[src/rtl/alu_arbiter.sv]
// alu_arbiter: two-requester round-robin arbiter in front of a 3-bit signed ALU.
//
// The winning requester's op/a/b are latched on grant. One cycle later the
// ALU result is registered. The result is then held (result_valid=1) until the
// owner acknowledges it, or until TIMEOUT DONE cycles have passed without an
// acknowledge; in that case the result is dropped and timeout_err pulses.
//
// Parameter:
//   TIMEOUT       DONE cycles waited for ack before the result is dropped (1..255)
//
// Optional build macro:
//   ALU_SEG_EN    when defined, seg carries a seven-segment pattern of the
//                 ADD/SUB result, registered on EXEC->DONE. When undefined,
//                 seg is tied to 00h and no decode logic exists.
//
// Ports:
//   clk_2         single clock, rising edge
//   reset_n       asynchronous active-low reset
//   req[1:0]      level request per requester, held until ack
//   op0/op1       operation per requester: 00 AND, 01 OR, 10 ADD, 11 SUB
//   a0/b0/a1/b1   signed 3-bit operands per requester
//   ack[1:0]      requester i has consumed the result (only the owner's bit counts)
//   gnt[1:0]      one-hot owner during EXEC and DONE
//   busy          high whenever the FSM is not idle
//   result[2:0]   registered ALU result, held until the next EXEC
//   result_valid  high in DONE only
//   ovf           signed overflow of the held result
//   timeout_err   one-cycle pulse when the DONE wait expires
//   seg[7:0]      seven-segment pattern of the held result
module alu_arbiter #(
  parameter int unsigned TIMEOUT = 15
) (
  input  logic       clk_2,
  input  logic       reset_n,
  input  logic [1:0] req,
  input  logic [1:0] op0,
  input  logic [1:0] op1,
  input  logic [2:0] a0,
  input  logic [2:0] b0,
  input  logic [2:0] a1,
  input  logic [2:0] b1,
  input  logic [1:0] ack,
  output logic [1:0] gnt,
  output logic       busy,
  output logic [2:0] result,
  output logic       result_valid,
  output logic       ovf,
  output logic       timeout_err,
  output logic [7:0] seg
);

  localparam logic [7:0] TIMEOUT_C = 8'(TIMEOUT);

  typedef enum logic [1:0] {
    ST_IDLE = 2'b00,
    ST_EXEC = 2'b01,
    ST_DONE = 2'b10
  } state_e;

  state_e     state_q;
  logic       owner_q;
  logic       last_owner_q;
  logic [1:0] op_q;
  logic [2:0] a_q;
  logic [2:0] b_q;
  logic [7:0] cnt_q;
  logic [1:0] gnt_q;
  logic       busy_q;
  logic [2:0] result_q;
  logic       valid_q;
  logic       ovf_q;
  logic       terr_q;

  logic       grant_owner_d;
  logic [3:0] alu_d;
  logic       owner_ack_d;
  logic [7:0] cnt_inc_d;

  // Returns {ovf, result}. Operands are sign-extended to 4 bits; the true
  // result fits -4..3 exactly when bits 3 and 2 of the 4-bit sum agree.
  function automatic logic [3:0] alu_calc(input logic [1:0] op,
                                          input logic [2:0] a,
                                          input logic [2:0] b);
    logic [3:0] sa;
    logic [3:0] sb;
    logic [3:0] t;
    sa = {a[2], a};
    sb = {b[2], b};
    t  = 4'b0000;
    case (op)
      2'b00: alu_calc = {1'b0, a & b};
      2'b01: alu_calc = {1'b0, a | b};
      2'b10: begin
        t = sa + sb;
        alu_calc = {t[3] ^ t[2], t[2:0]};
      end
      2'b11: begin
        t = sa - sb;
        alu_calc = {t[3] ^ t[2], t[2:0]};
      end
      default: alu_calc = 4'b0000;
    endcase
  endfunction

`ifdef ALU_SEG_EN
  logic [7:0] seg_q;

  // Seven-segment pattern for a signed 3-bit ADD/SUB result; logic ops show blank.
  function automatic logic [7:0] seg_decode(input logic [1:0] op,
                                            input logic [2:0] r);
    if (op[1] == 1'b0) begin
      seg_decode = 8'h00;
    end else begin
      case (r)
        3'b100:  seg_decode = 8'hE6;
        3'b101:  seg_decode = 8'hCF;
        3'b110:  seg_decode = 8'hDB;
        3'b111:  seg_decode = 8'h86;
        3'b000:  seg_decode = 8'h3F;
        3'b001:  seg_decode = 8'h06;
        3'b010:  seg_decode = 8'h5B;
        3'b011:  seg_decode = 8'h4F;
        default: seg_decode = 8'h00;
      endcase
    end
  endfunction
`endif

  // Arbitration choice, ALU evaluation and DONE-state helpers.
  always_comb begin
    grant_owner_d = 1'b0;
    if (req == 2'b11) begin
      // Tie: whoever was not served last wins.
      grant_owner_d = ~last_owner_q;
    end else if (req == 2'b10) begin
      grant_owner_d = 1'b1;
    end else begin
      grant_owner_d = 1'b0;
    end
    alu_d       = alu_calc(op_q, a_q, b_q);
    owner_ack_d = ack[owner_q];
    cnt_inc_d   = cnt_q + 8'd1;
  end

  // Main FSM: IDLE -> EXEC -> DONE -> IDLE with all outputs registered.
  always_ff @(posedge clk_2 or negedge reset_n) begin
    if (!reset_n) begin
      state_q      <= ST_IDLE;
      owner_q      <= 1'b0;
      last_owner_q <= 1'b1;
      op_q         <= 2'b00;
      a_q          <= 3'b000;
      b_q          <= 3'b000;
      cnt_q        <= 8'd0;
      gnt_q        <= 2'b00;
      busy_q       <= 1'b0;
      result_q     <= 3'b000;
      valid_q      <= 1'b0;
      ovf_q        <= 1'b0;
      terr_q       <= 1'b0;
`ifdef ALU_SEG_EN
      seg_q        <= 8'h00;
`endif
    end else begin
      terr_q <= 1'b0;
      case (state_q)
        ST_IDLE: begin
          if (req != 2'b00) begin
            owner_q <= grant_owner_d;
            op_q    <= grant_owner_d ? op1 : op0;
            a_q     <= grant_owner_d ? a1 : a0;
            b_q     <= grant_owner_d ? b1 : b0;
            gnt_q   <= grant_owner_d ? 2'b10 : 2'b01;
            busy_q  <= 1'b1;
            state_q <= ST_EXEC;
          end else begin
            state_q <= ST_IDLE;
          end
        end
        ST_EXEC: begin
          result_q <= alu_d[2:0];
          ovf_q    <= alu_d[3];
`ifdef ALU_SEG_EN
          seg_q    <= seg_decode(op_q, alu_d[2:0]);
`endif
          valid_q  <= 1'b1;
          cnt_q    <= 8'd0;
          state_q  <= ST_DONE;
        end
        ST_DONE: begin
          // Owner ack wins over a simultaneous expiry.
          if (owner_ack_d || (cnt_inc_d == TIMEOUT_C)) begin
            terr_q       <= ~owner_ack_d;
            last_owner_q <= owner_q;
            gnt_q        <= 2'b00;
            busy_q       <= 1'b0;
            valid_q      <= 1'b0;
            cnt_q        <= 8'd0;
            state_q      <= ST_IDLE;
          end else begin
            cnt_q <= cnt_inc_d;
          end
        end
        default: begin
          gnt_q   <= 2'b00;
          busy_q  <= 1'b0;
          valid_q <= 1'b0;
          state_q <= ST_IDLE;
        end
      endcase
    end
  end

  assign gnt          = gnt_q;
  assign busy         = busy_q;
  assign result       = result_q;
  assign result_valid = valid_q;
  assign ovf          = ovf_q;
  assign timeout_err  = terr_q;
`ifdef ALU_SEG_EN
  assign seg          = seg_q;
`else
  assign seg          = 8'h00;
`endif

endmodule

[config.mk]
export PLATFORM = sky130hd
export DESIGN_NAME = alu_arbiter
export DESIGN_NICKNAME = d
export VERILOG_FILES = /design/src/rtl/alu_arbiter.sv
export SDC_FILE = /design/constraint.sdc
export NUM_CORES = 1
export LEC_CHECK = 0
export ABC_AREA = 1
export ABC_CLOCK_PERIOD_IN_PS = 2150
export BUFFER_PORTS_ARGS = -buffer_cell sky130_fd_sc_hd__buf_2
export CORE_ASPECT_RATIO = 2
export CORE_MARGIN = 2
export CORE_UTILIZATION = 54
export CTS_CLUSTER_DIAMETER = 40
export CTS_CLUSTER_SIZE = 24
export DETAILED_ROUTE_END_ITERATION = 6
export PLACE_DENSITY = 0.79
export SLEW_MARGIN = 30
export SYNTH_ARGS = -nofsm -noshare
export SYNTH_HDL_FRONTEND = slang
export SYNTH_SLANG_ARGS = --single-unit
[constraint.sdc]
create_clock -name clk_2 -period 2.15 [get_ports clk_2]
set_clock_uncertainty 0.2 [all_clocks]
set_input_delay 0.3225 -clock clk_2 [delete_from_list [all_inputs] [get_ports clk_2]]
set_output_delay 0.3225 -clock clk_2 [all_outputs]
set_load 0.01 [all_outputs]
==> results of run 1 <==
## through the flow
step	std cells	worst slack [ns]	instance area (um^2)	total power (uW)	utilization, %
after floorplan	247	0.4281	1892	1850	-
after global placement	301	0.2658	2016	2186	60.34
after detailed placement	301	0.2038	2016	2213	60.34
after CTS	310	0.1949	2142	2809	64.12
after global routing	310	0.007046	2142	3072	64.12
final	310	0.2037	2142	2791	64.12
## metal layers
metal	GRT usage [%]	routed length, um
met1	18.98	1298
met2	43.15	2242
met3	3.112	120
met4	14.71	164
met5	0	0
## kinds of logic after synthesis
kind of cell | share of synthesized area [%]
AOI/OAI and AO/OA | 14.15
adders and majority gates | 11.54
buffers and inverters | 12.01
DFF | 38.97
other | 0.2010
and+or+nand+nor | 23.14
## sequential cells by signal, indices dropped and copies added (netlist names)
register,cells
a_q,3
result,3
owner_q,1
timeout_err,1
state_q,2
gnt,2
cnt_q,8
result_valid,1
last_owner_q,1
b_q,3
busy,1
op_q,2
ovf,1
## cell usage in the layout, fill, tap and decap left out, drive strengths merged
cell type | netlist | routed
o21bai | 1 | 1
dlygate4sd3 | 0 | 1
a21oi | 9 | 9
dfstp | 1 | 1
o31ai | 2 | 2
inv | 36 | 36
nand2 | 62 | 62
clkbuf | 1 | 7
nand3 | 14 | 14
or2 | 1 | 1
a31oi | 2 | 2
conb | 1 | 8
buf | 10 | 33
o21ai | 16 | 16
o22ai | 13 | 13
o211ai | 3 | 3
bufinv | 0 | 1
dfrtp | 28 | 28
ha | 14 | 14
nor2 | 22 | 22
fa | 2 | 2
nand4 | 2 | 2
## worst max path at each step
| stage | from | end | slack [ns] | cells after the start |
|---|---|---|---|---|
| after floorplan | a_q[0]$_DFFE_PN0P_ | result[2]$_DFFE_PN0P_ | 0.43 | 8 |
| after global placement | cnt_q[0]$_DFFE_PN0P_ | busy$_DFFE_PN0P_ | 0.27 | 11 |
| after detailed placement | cnt_q[1]$_DFFE_PN0P_ | gnt[0]$_DFFE_PN0P_ | 0.20 | 12 |
| after CTS | cnt_q[1]$_DFFE_PN0P_ | gnt[0]$_DFFE_PN0P_ | 0.19 | 12 |
| after global routing | cnt_q[0]$_DFFE_PN0P_ | gnt[0]$_DFFE_PN0P_ | 0.007 | 12 |
| final | cnt_q[1]$_DFFE_PN0P_ | busy$_DFFE_PN0P_ | 0.20 | 12 |
## cell type report
class                           instances  area share [%]
Clock buffer                            7           4.030
Clock inverter                          1           1.402
Inverter                               36           6.308
Multi-Input combinational cell        171           43.93
Sequential cell                        29           33.94
Tap cell                               32           1.869
Timing Repair Buffer                   34           8.528
## tightest hold or removal path: stages
cell and delay (ns):
sky130_fd_sc_hd__buf_2 0.09, sky130_fd_sc_hd__nand2_1 0.06, sky130_fd_sc_hd__a31oi_1 0.06
## power by group
group          internal, uW  total, uW  switching, uW
logic                   493       1310            814
clock network           377        587            210
registers               743        896            153
total                  1610       2790           1180
## what timing repair did
action,CTS,global route
gates resized for setup,0,0
hold endpoints to repair,28,0
hold buffers,1,0
==> flow_summary.toml, run 1 <==
[outcome]
result_of_the_run = "finished clean"

[timing]
maxSlewViolCount = 0
timing.final.crit_share_pct = 90.52
worstMarginPinSlew_ns = 0.6372
finalHoldViolations = 0
unrepaired_setup_endpoints_after_global_routing = "false"
totalNegativeSetupSlack_ns = 0
timing.final.setup_violations = 0
max_slew_headroom_at_the_worst_pin_pct = 57.52
final.min_clock_period_ns = 1.946
final.hold.worst_slack_ns = 0.09245
max_freq_mhz = 513.8

[yosys]
ys_seq_elements = 29
async_reset_ff_share_pct = 100.0
ys_seq_area_share_pct = 38.97
synth_enable_flop_cells = 0
gate_count_post_synth = 240
fraction_of_synthesized_cell_area_taken_by_the_top_area_cell_type_pct = 37.56
synth.top_cells.by_count = "sky130_fd_sc_hd__nand2_1, sky130_fd_sc_hd__inv_1, sky130_fd_sc_hd__dfrtp_1"
largest_area_contributor_in_the_netlist = "sky130_fd_sc_hd__dfrtp_1"
synth_most_common_cell = "sky130_fd_sc_hd__nand2_1"
yosys-top-cells-area = "sky130_fd_sc_hd__dfrtp_1, sky130_fd_sc_hd__nand2_1, sky130_fd_sc_hd__ha_1, sky130_fd_sc_hd__inv_1, sky130_fd_sc_hd__o22ai_1"
synth_warnings = 0
primary_ff_master_synth = "sky130_fd_sc_hd__dfrtp_1"
syn_area_um2 = 1866
synth.distinct_cells = 27
syn-mean-instance-area_um2 = 7.773

[clock_network]
clk_pin_slew_worst_paths_ns = 0.06
tritoncts_num_sinks = 29
root_buffer = "sky130_fd_sc_hd__clkbuf_8"
post_cts.repair.setup_buffers = 0
tritoncts.num_buffers = 5
cts_buffer_depth = 2
cts_h_tree_depth = 2
cts_tree = "done"
worstSkewPairLatency_ns = 0.28

[global_route]
grt_first_pass_wirelength_um = 6444
track_usage_pct = 22.41
grt_pass1_vias = 1626
grt-ovfl-total = 0
antenna_violations_before_repair = 0
grt_max_degree = 30

[setup_path]
regToRegStartpoint = "cnt_q[1]$_DFFE_PN0P_"
critical_path_peak_fanout = 18
critPathTopFamily = "simple AND/OR/NAND/NOR gates"
worst_path_most_repeated_cell = "sky130_fd_sc_hd__nand2_1"
cpMaxStageDelayCell = "sky130_fd_sc_hd__dfrtp_1"
endpoint_of_the_most_critical_register_to_register_path = "busy$_DFFE_PN0P_"
critical_path.cell_chain = "ha_1, nand2_1, inv_1, nand2_1, nand2_1, nand2_1, nor2_2, nand2_2, nand2_4, nand2_1, nand2_1, nand2_1"
cp_num_buf_inv = 1
path_class = "flop to flop"
reg2reg_depth = 12
timing.critical_path.arrival_ns = 1.92
critPathMaxStageDelay_ns = 0.43
crit_path_end_kind = "flop"
cp_data_required_time_ns = 2.13
ff2ff_setup_slack_ns = 0.20
cp-start-kind = "flop"

[layout]
final.fill_count = 324
multiInputGateArea_um2 = 940.9
diodes = 0
sequential_cell_area_um2 = 726.9
layout-drive-gt1-share_pct = 17.63
syn2layout_area_growth_pct = 14.82
final_net_count = 315

[placed_design]
gpl.final_weighted_congestion = 0.9268
total_half_perimeter_wirelength_after_legalization_and_detailed_placement_um = 3032
number_of_buffer_cells_added_on_primary_ports = 30

[die]
dieHeight_um = 87.12
floorplan.die_area_um2 = 3969
rows = 30
core_area_um2 = 3341
floorplan.io_pins = 39
initial_utilization_pct = 55.84
chipWidth_um = 45.56

[detailed_routing]
avgViaCountPerCell = 5.313
route.detailed.wl_per_inst_um = 12.34
ant_nets = 0
drc = 0
drt_first_iter_violations = 21
firstDrtPassIters = 4
wirelength_um = 3825
vias = 1647

[flow_run]
cap_viol_max_count = 0

[hold_path]
hold_path_end = "op_q[0]$_DFFE_PN0P_"
whs_path_depth = 3
hp-class = "input port to flop"
min_from = "op1[0]"

[pwr]
leakagePower_uw = 0.001124
peakVddDrop_mv = 0.8531
power-per-cell-area_nw_per_um2 = 1303
No activity file was read; power rests on OpenSTA's default activity.
==> run 2, diff against run 1 <==
--- a/config.mk
+++ b/config.mk
@@ -5,16 +5,15 @@
 export SDC_FILE = /design/constraint.sdc
 export NUM_CORES = 1
 export LEC_CHECK = 0
-export ABC_AREA = 1
 export ABC_CLOCK_PERIOD_IN_PS = 2150
 export BUFFER_PORTS_ARGS = -buffer_cell sky130_fd_sc_hd__buf_2
 export CORE_ASPECT_RATIO = 2
 export CORE_MARGIN = 2
-export CORE_UTILIZATION = 54
+export CORE_UTILIZATION = 55
 export CTS_CLUSTER_DIAMETER = 40
 export CTS_CLUSTER_SIZE = 24
 export DETAILED_ROUTE_END_ITERATION = 6
-export PLACE_DENSITY = 0.79
+export PLACE_DENSITY = 0.8
 export SLEW_MARGIN = 30
 export SYNTH_ARGS = -nofsm -noshare
 export SYNTH_HDL_FRONTEND = slang
==> run 2 against run 1 <==
Compared with the run above: clock power shrank 23%; via count shrank 4.1%; worst hold slack gained 0.025 ns; first-iteration DRC count shrank 4.8%; highest routed layer unchanged; critical path type unchanged; utilization grew 4.7 points; clock-buffer cell count is the same; die area grew 3.0%.
==> flow_summary.toml, run 2 <==
[outcome]
result_of_the_run = "finished clean"

[placed_design]
total_half_perimeter_wirelength_after_legalization_and_detailed_placement_um = 3084
dpl.cell_count = 282
gpl.final_weighted_congestion = 0.8322
number_of_buffer_cells_added_on_primary_ports = 30
placed_cell_area_um2 = 2155

[yosys]
fraction_of_synthesized_cell_area_taken_by_the_top_area_cell_type_pct = 35.74
yosys-top-cells-area = "sky130_fd_sc_hd__dfrtp_1, sky130_fd_sc_hd__ha_1, sky130_fd_sc_hd__mux2i_1, sky130_fd_sc_hd__inv_1, sky130_fd_sc_hd__o21ai_0"
syn-mean-instance-area_um2 = 9.518
gate_count_post_synth = 206
synth_warnings = 0
async_reset_ff_share_pct = 100.0
ys_seq_area_share_pct = 37.08
largest_area_contributor_in_the_netlist = "sky130_fd_sc_hd__dfrtp_1"
ys_seq_elements = 29
primary_ff_master_synth = "sky130_fd_sc_hd__dfrtp_1"
synth.distinct_cells = 53
synth_most_common_cell = "sky130_fd_sc_hd__dfrtp_1"
synth.top_cells.by_count = "sky130_fd_sc_hd__dfrtp_1, sky130_fd_sc_hd__inv_1, sky130_fd_sc_hd__nand2_1"
synth_enable_flop_cells = 0
syn_area_um2 = 1961

[setup_path]
cp-start-kind = "flop"
cp_data_required_time_ns = 2.12
worst_path_most_repeated_cell = "sky130_fd_sc_hd__inv_2"
critPathMaxStageDelay_ns = 0.48
critical_path_peak_fanout = 3
critical_path.cell_chain = "inv_2, ha_4, inv_2, fa_1, mux4_2, mux2_4"
crit_path_end_kind = "flop"
timing.critical_path.arrival_ns = 2.12
cpMaxStageDelayCell = "sky130_fd_sc_hd__mux4_2"
path_class = "flop to flop"

[clock_network]
cts_buffer_depth = 2
clk_pin_slew_worst_paths_ns = 0.06
tritoncts_num_sinks = 29
root_buffer = "sky130_fd_sc_hd__clkbuf_8"
cts_tree = "done"
cts_h_tree_depth = 2
worstSkewPairLatency_ns = 0.28
tritoncts.num_buffers = 5

[timing]
worstMarginPinSlew_ns = 0.6704
max_slew_headroom_at_the_worst_pin_pct = 55.31
totalNegativeSetupSlack_ns = 0
finalHoldViolations = 0
unrepaired_setup_endpoints_after_global_routing = "true"
final.min_clock_period_ns = 2.150
final.hold.worst_slack_ns = 0.1172
maxSlewViolCount = 0
timing.final.crit_share_pct = 99.98
max_freq_mhz = 465.2
timing.final.setup_violations = 0

[detailed_routing]
ant_nets = 0
vias = 1580
firstDrtPassIters = 4
wirelength_um = 4115
drc = 0
route.detailed.wl_per_inst_um = 14.09
drt_first_iter_violations = 20
avgViaCountPerCell = 5.411

[layout]
diodes = 0
final_net_count = 282
final_cell_area_um2 = 2351
post_layout_nonfiller_instances = 292
layout-drive-gt1-share_pct = 31.97
top_register = "cnt_q"
syn2layout_area_growth_pct = 19.91
layout_commonest_cell = "sky130_fd_sc_hd__buf_2"
final.fill_count = 287
mostFrequentLayoutCells = "sky130_fd_sc_hd__buf_2, sky130_fd_sc_hd__dfrtp_1, sky130_fd_sc_hd__nand2_1"
number_of_flip_flops_under_the_largest_register_name = 8

[global_route]
grt-ovfl-total = 0
grt_max_degree = 30
track_usage_pct = 23.00
antenna_violations_before_repair = 0
grt_first_pass_wirelength_um = 6727
grt_pass1_vias = 1585

[die]
core_area_um2 = 3416
chipWidth_um = 46.22
floorplan.die_area_um2 = 4087
initial_utilization_pct = 57.40
floorplan.io_pins = 39
dieHeight_um = 88.44
rows = 30

[pwr]
power-per-cell-area_nw_per_um2 = 1200
peakVddDrop_mv = 0.8776
leakagePower_uw = 0.001068

[flow_run]
cap_viol_max_count = 0

[hold_path]
hp-class = "input port to flop"
-- run 2: cell count changes after synthesis, moves of 4 or more --
cell,previous run,this run
sky130_fd_sc_hd__nand3_1,12,5
sky130_fd_sc_hd__nor2_1,20,9
sky130_fd_sc_hd__nand2_1,59,19
sky130_fd_sc_hd__mux2i_1,0,11
sky130_fd_sc_hd__inv_1,36,20
sky130_fd_sc_hd__xnor2_1,0,4
sky130_fd_sc_hd__clkbuf_1,1,5
sky130_fd_sc_hd__o22ai_1,13,1
-- run 2: final cells by class --
type	count	area (um^2)	share of cell area, %
Clock buffer	7	86.33	3.672
Inverter	20	75.07	3.193
Multi-Input combinational cell	146	1154	49.07
Sequential cell	29	729.5	31.03
Tap cell	48	60.06	2.555
Timing Repair Buffer	42	246.5	10.48
-- run 2: what timing repair did --
action | in CTS | in global routing
hold endpoints to repair | 28 | 0
pin swaps | 1 | 3
hold buffers | 1 | 0
setup buffers | 1 | 1
setup endpoints to repair | 1 | 11
resized for setup | 5 | 18
-- run 2: logic make-up (layout without fill, tap and decap cells) --
group / after synthesis / after routing / share of synthesized area [%]
AO/OA/AOI/OAI: 51 / 51 / 18.00
XOR/XNOR: 5 / 5 / 2.233
adder cells (fa/ha/maj): 16 / 16 / 10.98
buffers and inverters: 38 / 69 / 9.445
flip-flops: 29 / 29 / 37.08
multiplexers: 15 / 15 / 8.488
other: 1 / 8 / 0.1913
AND/OR/NAND/NOR: 51 / 51 / 13.59
-- run 2: path summary, 6_finish.rpt --
path	from	to	slack [ns]	cells after the start
min in group asynchronous	reset_n	owner_q$_DFFE_PN0P_	0.41	2
setup reg to reg	a_q[0]$_DFFE_PN0P_	result[1]$_DFFE_PN0P_	0.0004	6
setup / recovery	a_q[0]$_DFFE_PN0P_	result[1]$_DFFE_PN0P_	0.0004	6
hold reg to reg	b_q[2]$_DFFE_PN0P_	b_q[2]$_DFFE_PN0P_	0.31	2
max in group asynchronous	reset_n	cnt_q[3]$_DFFE_PN0P_	0.87	2
hold / removal	ack[0]	last_owner_q$_DFFE_PN1P_	0.12	3
-- run 2: where the power goes --
part,internal (uW),switching [uW],total [uW]
Clock,253,198,452
Sequential,742,211,953
Combinational,660,756,1420
-- run 2: stage by stage --
step	power (uW)	setup slack, ns	util, %
CTS	2794	0.008376	66.67
global route	3078	-0.05573	68.83
global placement	2232	0.01772	63.08
finish	2821	0.0004154	68.83
floorplan	1920	0.05785	-
detailed placement	2277	-0.01421	63.08
-- run 2: worst max-delay path, delay by kind of cell (launching register included) --
family / cells / cell delay (ns)
mux: 2 / 0.75
fa+ha+maj: 2 / 0.55
flops: 1 / 0.41
buf+inv: 2 / 0.13
-- run 2: metal layers --
metal  GRT usage [%]  share of wire [%]  vias up
li1                -                  -      777
met1           21.21                 34      748
met2           43.56                 59       41
met3           3.673                2.8       14
met4           12.99                4.6        0
met5               0                  0        -
==> run 3, diff against run 2 <==
--- a/config.mk
+++ b/config.mk
@@ -7,13 +7,15 @@
 export LEC_CHECK = 0
 export ABC_CLOCK_PERIOD_IN_PS = 2150
 export BUFFER_PORTS_ARGS = -buffer_cell sky130_fd_sc_hd__buf_2
+export CELL_PAD_IN_SITES_DETAIL_PLACEMENT = 2
+export CELL_PAD_IN_SITES_GLOBAL_PLACEMENT = 2
 export CORE_ASPECT_RATIO = 2
 export CORE_MARGIN = 2
-export CORE_UTILIZATION = 55
+export CORE_UTILIZATION = 34
 export CTS_CLUSTER_DIAMETER = 40
 export CTS_CLUSTER_SIZE = 24
 export DETAILED_ROUTE_END_ITERATION = 6
-export PLACE_DENSITY = 0.8
+export PLACE_DENSITY_LB_ADDON = 0.1
 export SLEW_MARGIN = 30
 export SYNTH_ARGS = -nofsm -noshare
 export SYNTH_HDL_FRONTEND = slang
==> run 3 against run 2 <==
Compared with the run above: the flow now finishes with violations (setup timing); global-route usage is 1.9 points lower; clock power is 59% higher; non-clock buffer count grew 13; clock-buffer cell count is 1 higher; worst hold slack gained 0.00062 ns; first-iteration DRC count is 85% higher; critical path depth unchanged; largest cell class unchanged.
==> flow_summary.toml, run 3 (synthesized netlist as in run 2, its figures left out) <==
[layout]
syn2layout_area_growth_pct = 28.46
diodes = 0
final.fill_count = 636
top_register = "cnt_q"
final_net_count = 295
mostFrequentLayoutCells = "sky130_fd_sc_hd__buf_2, sky130_fd_sc_hd__dfrtp_1, sky130_fd_sc_hd__buf_4"
layout-drive-gt1-share_pct = 34.50
final_cell_area_um2 = 2519
number_of_flip_flops_under_the_largest_register_name = 8
layout_commonest_cell = "sky130_fd_sc_hd__buf_2"

[global_route]
track_usage_pct = 21.05
antenna_violations_before_repair = 0
grt_pass1_vias = 1976
grt-ovfl-total = 0
grt_first_pass_wirelength_um = 9901
grt_max_degree = 30

[clock_network]
cts_buffer_depth = 2
cts_tree = "done"
cts_h_tree_depth = 2
worstSkewPairLatency_ns = 0.28
tritoncts.num_buffers = 5
root_buffer = "sky130_fd_sc_hd__clkbuf_16"
tritoncts_num_sinks = 29
clk_pin_slew_worst_paths_ns = 0.05

[die]
core_area_um2 = 5660
dieHeight_um = 111.4
chipWidth_um = 57.70
floorplan.io_pins = 39
rows = 39
floorplan.die_area_um2 = 6427
initial_utilization_pct = 34.64

[detailed_routing]
drc = 0
firstDrtPassIters = 4
vias = 1692
route.detailed.wl_per_inst_um = 19.27
avgViaCountPerCell = 5.304
drt_first_iter_violations = 37
ant_nets = 0
wirelength_um = 6148

[setup_path]
regToRegStartpoint = "a_q[0]$_DFFE_PN0P_"
cp-start-kind = "flop"
endpoint_of_the_most_critical_register_to_register_path = "result[1]$_DFFE_PN0P_"
reg2reg_depth = 6
critical_path_peak_fanout = 3
path_class = "flop to flop"
crit_path_end_kind = "flop"
ff2ff_setup_slack_ns = -0.004
timing.critical_path.arrival_ns = 2.12
cp_data_required_time_ns = 2.12

[timing]
timing.final.setup_violations = 1
postLayoutSetupSlackWorst_ns = -0.003932
final.hold.worst_slack_ns = 0.1178
max_freq_mhz = 464.3
timing.final.crit_share_pct = 100.2
finalHoldViolations = 0
final.min_clock_period_ns = 2.154
maxSlewViolCount = 0
unrepaired_setup_endpoints_after_global_routing = "true"
max_slew_headroom_at_the_worst_pin_pct = 54.07
worstMarginPinSlew_ns = 0.6890

[hold_path]
hold_path_end = "last_owner_q$_DFFE_PN1P_"
whs_path_depth = 3
min_from = "ack[0]"
hp-class = "input port to flop"

[placed_design]
placed_cell_area_um2 = 2246
total_half_perimeter_wirelength_after_legalization_and_detailed_placement_um = 4742
gpl.final_weighted_congestion = 0.8314
number_of_buffer_cells_added_on_primary_ports = 30

[pwr]
switchingPower_uw = 1382
sequentialPowerShare_pct = 28.9
p_sw_share_pct = 41.46
leakagePower_uw = 0.001153
clock_power_share_pct = 21.6
intPower_uw = 1952
share_comb_of_total_power_pct = 49.6
power-per-cell-area_nw_per_um2 = 1324
peakVddDrop_mv = 0.7798

[flow_run]
cap_viol_max_count = 0

[outcome]
result_of_the_run = "finished, violations left"
violations = "setup timing"
==> run 3: power by group through the flow <==
stage,Clock [uW],Combinational [uW],Sequential [uW]
final,719,1650,963
after global routing,757,1840,993
after CTS,740,1600,953
after detailed placement,0,1530,955
after global placement,0,1420,930
after floorplan,0,1010,914
==> run 3: how the worst max path moves through the flow <==
stage	end	from
after floorplan	result[1]$_DFFE_PN0P_	a_q[0]$_DFFE_PN0P_
after global placement	result[1]$_DFFE_PN0P_	a_q[0]$_DFFE_PN0P_
after detailed placement	busy$_DFFE_PN0P_	cnt_q[0]$_DFFE_PN0P_
after CTS	result[1]$_DFFE_PN0P_	a_q[0]$_DFFE_PN0P_
after global routing	result[1]$_DFFE_PN0P_	a_q[0]$_DFFE_PN0P_
final	result[1]$_DFFE_PN0P_	a_q[0]$_DFFE_PN0P_
==> run 3: layout make-up <==
| type | instances | area, um^2 | area share (%) |
|---|---|---|---|
| Sequential cell | 29 | 732.0 | 29.06 |
| Inverter | 20 | 75.07 | 2.981 |
| Clock buffer | 8 | 146.4 | 5.812 |
| Tap cell | 61 | 76.32 | 3.030 |
| Timing Repair Buffer | 55 | 344.1 | 13.66 |
| Multi-Input combinational cell | 146 | 1145 | 45.45 |
==> run 3: metal layers <==
layer	part of all wire (%)	global-route usage, %
met5	0	0
met1	31	16.89
met2	64	43.48
met3	2.2	3.717
met4	3.3	10.85
==> run 3: through the flow <==
stage,setup TNS [ns],util (%),std cells,total power [uW],setup WS [ns]
final,-0.003932,44.50,319,3334,-0.003932
after global routing,-0.1493,44.50,319,3589,-0.07059
after CTS,-0.005140,43.41,316,3290,-0.005140
after detailed placement,-0.1048,39.68,305,2488,-0.04342
after global placement,0,39.68,305,2349,0.004144
after floorplan,0,-,213,1920,0.05785
==> run 3: timing repair <==
| item | 4_1_cts | 5_1_grt |
|---|---|---|
| buffers inserted | 2 | 3 |
| endpoints found under the hold margin | 28 | 0 |
| pin swaps | 1 | 3 |
| gates resized for setup | 11 | 12 |
| hold buffers | 1 | 0 |
| endpoints found under the setup margin | 3 | 8 |
==> run 3: worst max-delay path: stages (launching register included) <==
cell and delay [ns]:
sky130_fd_sc_hd__dfrtp_1 0.41, sky130_fd_sc_hd__inv_2 0.09, sky130_fd_sc_hd__ha_4 0.13, sky130_fd_sc_hd__inv_2 0.04
sky130_fd_sc_hd__fa_1 0.44, sky130_fd_sc_hd__mux4_2 0.47, sky130_fd_sc_hd__mux2_4 0.26
